### config.mk
export PLATFORM = sky130hd
export DESIGN_NAME = shift_seq_reg
export DESIGN_NICKNAME = d
export VERILOG_FILES = /design/src/rtl/shift_seq_reg.sv
export SDC_FILE = /design/constraint.sdc
export NUM_CORES = 1
export LEC_CHECK = 0
export ABC_AREA = 1
export BUFFER_PORTS_ARGS = -buffer_cell sky130_fd_sc_hd__buf_2
export CELL_PAD_IN_SITES_DETAIL_PLACEMENT = 1
export CELL_PAD_IN_SITES_GLOBAL_PLACEMENT = 1
export CORE_MARGIN = 2
export CORE_UTILIZATION = 35
export CTS_CLUSTER_SIZE = 10
export DETAILED_ROUTE_END_ITERATION = 8
export PLACE_DENSITY_LB_ADDON = 0.3
export SLEW_MARGIN = 0
export SYNTH_ARGS = -nofsm -noshare
export SYNTH_HDL_FRONTEND = slang
export SYNTH_SLANG_ARGS = --single-unit
export TNS_END_PERCENT = 100
### constraint.sdc
create_clock -name clk -period 1.3 [get_ports clk]
set_clock_uncertainty 0.15 [all_clocks]
set_input_delay 0.195 -clock clk [delete_from_list [all_inputs] [get_ports clk]]
set_output_delay 0.195 -clock clk [all_outputs]
set_load 0.01 [all_outputs]
### src/rtl/shift_seq_reg.sv
// Universal shift register with a multi-step shift/rotate sequencer (one bit per clock).
// Optional rotate support is built only when SHREG_ROTATE_EN is defined.
module shift_seq_reg #(
    parameter int WIDTH = 8,
    parameter int AMT_W = $clog2(WIDTH + 1)
) (
    input  logic             clk,
    input  logic             rst_n,
    input  logic             load,
    input  logic [WIDTH-1:0] d,
    input  logic             start,
    input  logic             dir,
    input  logic             rotate,
    input  logic [AMT_W-1:0] amount,
    input  logic             serial_in,
    output logic [WIDTH-1:0] q,
    output logic             serial_out,
    output logic             busy,
    output logic             done
);

    typedef enum logic {
        S_IDLE  = 1'b0,
        S_SHIFT = 1'b1
    } state_t;

    localparam logic [AMT_W-1:0] MAX_CNT = AMT_W'(WIDTH);

    state_t           state;
    logic [AMT_W-1:0] count;
    logic             dir_r;
    logic             expelled;
    logic             fill;
    logic [WIDTH-1:0] shifted;

`ifdef SHREG_ROTATE_EN
    logic             rot_r;
`else
    logic             unused_rotate;
    assign unused_rotate = rotate;
`endif

    // NOTE: every output of an always_comb is given a value on every path, so no latch is inferred.
    always_comb begin
        expelled = dir_r ? q[0] : q[WIDTH-1];
`ifdef SHREG_ROTATE_EN
        fill = rot_r ? expelled : serial_in;
`else
        fill = serial_in;
`endif
        shifted = dir_r ? {fill, q[WIDTH-1:1]} : {q[WIDTH-2:0], fill};
    end

    // NOTE: state is updated with non-blocking assignments only, so every register samples pre-edge values.
    always_ff @(posedge clk or negedge rst_n) begin
        if (!rst_n) begin
            state      <= S_IDLE;
            count      <= '0;
            dir_r      <= 1'b0;
`ifdef SHREG_ROTATE_EN
            rot_r      <= 1'b0;
`endif
            q          <= '0;
            serial_out <= 1'b0;
            busy       <= 1'b0;
            done       <= 1'b0;
        end else begin
            done <= 1'b0;
            case (state)
                S_IDLE: begin
                    if (load) begin
                        q <= d;
                    end else if (start) begin
                        if (amount == '0) begin
                            done <= 1'b1;
                        end else begin
                            dir_r <= dir;
`ifdef SHREG_ROTATE_EN
                            rot_r <= rotate;
`endif
                            // Requests longer than the register are clamped to a full pass.
                            count <= (amount > MAX_CNT) ? MAX_CNT : amount;
                            busy  <= 1'b1;
                            state <= S_SHIFT;
                        end
                    end
                end
                S_SHIFT: begin
                    q          <= shifted;
                    serial_out <= expelled;
                    count      <= count - AMT_W'(1);
                    if (count == AMT_W'(1)) begin
                        busy  <= 1'b0;
                        done  <= 1'b1;
                        state <= S_IDLE;
                    end
                end
                default: state <= S_IDLE;
            endcase
        end
    end

endmodule

# After elaboration in Yosys (flattened, before gate mapping)
# Cells that the tools add are included.
# Widths: inputs -> output; s select.
dict set report op_classes {
  n_reduce_logical 4
  mux 24
  eq_ne 6
  magnitude_cmp 1
  n_bitwise 3
  add_sub_neg 1
}
# op n
set ops {}
lappend ops {{$mux 4} 4}
lappend ops {{$mux 8} 2}
lappend ops {{$pmux 8 s2} 1}
lappend ops {{$mux 1} 13}
lappend ops {{$ne 2x2->1 const B} 4}
lappend ops {{$pmux 4 s2} 1}
lappend ops {{$reduce_and 4->1} 2}
lappend ops {{$pmux 1 s2} 3}
lappend ops {{$eq 4x1->1 const B} 1}
lappend ops {{$gt 4x4->1 const B} 1}
lappend ops {{$logic_not 4->1} 1}
lappend ops {{$sub 4x1->4 const B} 1}
lappend ops {{$not 1->1} 3}
lappend ops {{$reduce_and 3->1} 1}
lappend ops {{$ne 2x1->1 const B} 1}
dict set report totals {
  output_inout_bits 11
  reg_bits 17
  in_bits 19
  elab_cells 46
}

# Logic depth before layout (Yosys ltp)
dict set report depth {
  ltp_word 6
  ltp_mapped 8
  depth_no_buf 8
}

# Least setup slack after synthesis
# OpenSTA, ideal clock, no wires.
dict set report synth_timing {
  kind {register to register}
  startpoint {reg count[0]}
  endpoint {reg count[2]}
  period_less_slack_ps 1168
  path_buffers 0
  stages_incl_launch_ff 9
  setup_slack_ps 132
  setup_time_ps 116
  t_required_ps 1034
  t_arrival_ps 901
  cell_sequence {dfrtp_1 -> inv_1 -> ha_1 -> inv_1 -> nand2_1 -> nand3_1 -> nand2_1 -> nand2_1 -> nand2_1}
}
dict set report synth_between {
  elab_chain_cells 2
}
# element line
set synth_lines {}
lappend synth_lines {{start, declared} 30} ;# logic [AMT_W-1:0] count;
lappend synth_lines {{start signal, assigned} 82} ;# count <= (amount > MAX_CNT) ? MAX_CNT : amount;
lappend synth_lines {{start signal, assigned} 91} ;# count <= count - AMT_W'(1);
lappend synth_lines {{$sub 4x1->4} 91}
lappend synth_lines {{$pmux 4 s2} 69} ;# case (state)
# No other way between the ends.
# A chain may end at the register's enable or synchronous reset.

# Final worst setup path
dict set report layout_timing {
  startpoint {reg count[1]}
  endpoint {reg busy}
}
dict set report layout_between {
  elab_chain_cells 3
}
# element line
set layout_lines {}
lappend layout_lines {{$eq 4x1->1} 92} ;# if (count == AMT_W'(1)) begin
lappend layout_lines {{$ne 2x1->1 (no source line)} -}
lappend layout_lines {{$reduce_and 4->1 (no source line)} -}
lappend layout_lines {{end signal, assigned} 65} ;# busy <= 1'b0;
lappend layout_lines {{end signal, assigned} 83} ;# busy <= 1'b1;
lappend layout_lines {{end signal, assigned} 93} ;# busy <= 1'b0;
lappend layout_lines {{end, declared} 18} ;# output logic busy,
# No other way between the ends.

==> metrics.md <==
| Metric | Value |
|---|---|
| Hold wc startpoint | `d[4]` |
| Mapped Cells | `127` |
| Register bit total from synthesis | `17` |
| RSZ-0062 raised after global routing | `true` |
| IO buf count | `28` |
| Die Height | `56.4 um` |
| Die Wd | `56.4 um` |
| Slew @ Worst Pin | `0.417 ns` |
| Clk_lat worst skew | `0.29 ns` |
| Placed Area | `1160 um2` |
| Register area share after synthesis | `0.443` |
| # IOs | `30` |
| HPWL Detailed | `2.09 mm` |
| Power Dens Cells | `2330 nW/um2` |
| Remaining Overflow, GRT | `0` |
| Iter 0 DRT Violations | `11` |
| Initial antenna violation count | `0` |
| CTS buffer count | `3` |
| Largest net degree at the start of global routing | `21` |
| Post-route DRC | `0` |
| YS warnings | `0` |
| Max-cap violations | `0` |
| Final setup fails | `0` |
| Synthesized Nets | `148` |
| CTS tree | `built` |
| Worst vdd ir | `1.37 mV` |
| P&R area growth vs syn | `33.2%` |
| Critical path arrival | `1.32 ns` |
| Max Clk Rate | `0.781 GHz` |
| Launching point of the worst reg2reg path | `count[1]` |
| Syn avg cell area | `7.57 um2` |
| Global placement routability congestion | `0.783` |
| Inserted Diodes | `0` |
| Layout cells sized above 1 | `0.315` |
| Initial Utilization | `0.378` |
| Routed wire per std cell | `13.9 um` |
| Final min period | `1.28 ns` |
| Final hold viol count | `0` |
| RR Endpoint | `busy` |
| Pre-antenna DRT Iters | `4` |
| Design area | `1280 um2` |
| Clock sinks | `17` |
| Post-synthesis cell type count | `14` |
| CP Capture Type | `flop` |
| All-layer global routing usage | `0.184` |
| Data required time of the worst path | `1.34 ns` |
| ANT nets after route | `0` |
| Pins Over Slew Limit | `0` |
| Area of the die | `3180 um2` |
| Max FO, Critical Path | `3` |
| Setup WS pre-CTS | `-0.0351 ns` |
| Final worst slack | `0.0194 ns` |
| Vias in the first global route | `991` |
| Clk slew on worst S/H paths | `0.10 ns` |
| Critical path type | `flop to flop` |
| Clock buffer depth | `2` |
| Util after Layout | `0.503` |
| Slew Limit Headroom | `0.722` |
| Status | `finished clean` |
| FF-to-FF path depth | `7` |
| Share of the synthesized area in the top cell type | `0.443` |
| Hold endpoint | `q[4]` |
| Worst min path class | `input port to flop` |
| Ranking of synthesized cells by area | `dfrtp_1, nand2_1, nand3_1` |
| Worst hold path depth | `3` |
| # rows | `18` |
| Reg2Reg Setup Slack | `0.02 ns` |
| Fin Hold WS | `0.00461 ns` |
| Tot Pwr | `2.98 mW` |
| Tcrit/Tclk final | `0.985` |
| CTS H-tree lvls | `1` |
| Vias | `980` |
| Vias per inst | `5.03` |
| Synth area leader | `dfrtp_1` |
| Crit path launch type | `flop` |
| CTS Root Buffer Type | `clkbuf_4` |
| Total Wirelength | `2.71 mm` |
| Fin nets | `187` |
| Synthesized area | `961 um2` |
| Leakage | `0.655 nW` |
| First-pass GRT wire length | `4.64 mm` |
| Fillers | `326` |
| Core area | `2540 um2` |
cell families after synthesis:
| family | Yosys count | synth area share |
|---|---|---|
| compound gates | 20 | 0.138 |
| flops | 17 | 0.443 |
| fa+ha+maj | 2 | 0.0260 |
| simple gates | 65 | 0.290 |
| buf+inv | 23 | 0.103 |
flip-flops by register name, indices dropped and copies added, names as in the netlist:
name	count
busy	1
dir_r	1
q	8
done	1
state	1
count	4
serial_out	1
layer usage:
| metal | share of wire | vias to the layer above | global-route usage |
|---|---|---|---|
| li1 | - | 494 | - |
| met1 | 0.46 | 469 | 0.240 |
| met2 | 0.51 | 17 | 0.319 |
| met3 | 0.035 | 0 | 0.0507 |
| met4 | 0 | 0 | 0.0102 |
| met5 | 0 | - | 0 |
metrics by stage:
stage	setup TNS [ns]	std cells
global placement	0	187
floorplan	0	127
detailed placement	-0.0351	187
global route	-0.0913	195
finish	0	195
CTS	0	193
cell usage after synthesis, drive strengths merged:
cell,n
nand2,34
nand3,23
inv,18
dfrtp,17
o211ai,11
nor2,7
o21ai,7
buf,5
a22oi,2
ha,2
nor3,1
repair_timing:
| action | in CTS | in global routing |
|---|---|---|
| endpoints found under the hold margin | 18 | 1 |
| setup buffers | 0 | 1 |
| resized for setup | 3 | 14 |
| endpoints found under the setup margin | 2 | 7 |
| hold buffers | 2 | 1 |
| pin swaps | 0 | 9 |
worst max-delay path, cell delays in order, from the launching register on:
cell     delay (ns)
dfrtp_1        0.43
inv_2          0.12
ha_4           0.15
nand2_4        0.04
nor2_4         0.11
nand2_2        0.07
nand2_2        0.06
nand2_1        0.05
where the power goes:
part / switching (mW) / internal, mW
registers: 0.254 / 0.798
clock network: 0.175 / 0.119
logic: 0.942 / 0.692
total: 1.37 / 1.61
cell usage in the layout, fill, tap and decap left out, types with 3 or more instances in the layout:
master / count
nand2_1: 31
buf_2: 28
nand3_1: 23
dfrtp_1: 15
inv_1: 14
o211ai_1: 11
buf_4: 8
nor2_1: 6
o21ai_0: 5
inv_2: 3
clkbuf_4: 3
dlygate4sd3_1: 3
worst max path at each step:
stage              from       end  cells after the start
2_1_floorplan  count[0]  count[2]                      8
5_1_grt        count[1]      busy                      7
4_1_cts           state     dir_r                      4
3_5_place_dp   count[0]  count[2]                      8
6_report       count[1]      busy                      7
3_3_place_gp      state  count[0]                      5
final cells by class:
type | instances | area [um2] | share of cell area
clock buffers | 4 | 26.3 | 0.0205
inverters | 18 | 70.1 | 0.0547
multi-input cells | 87 | 488 | 0.381
flip-flops and latches | 17 | 428 | 0.334
well taps | 30 | 37.5 | 0.0293
repair buffers | 39 | 230 | 0.180
Note: power is estimated with default switching activity, not from simulation.
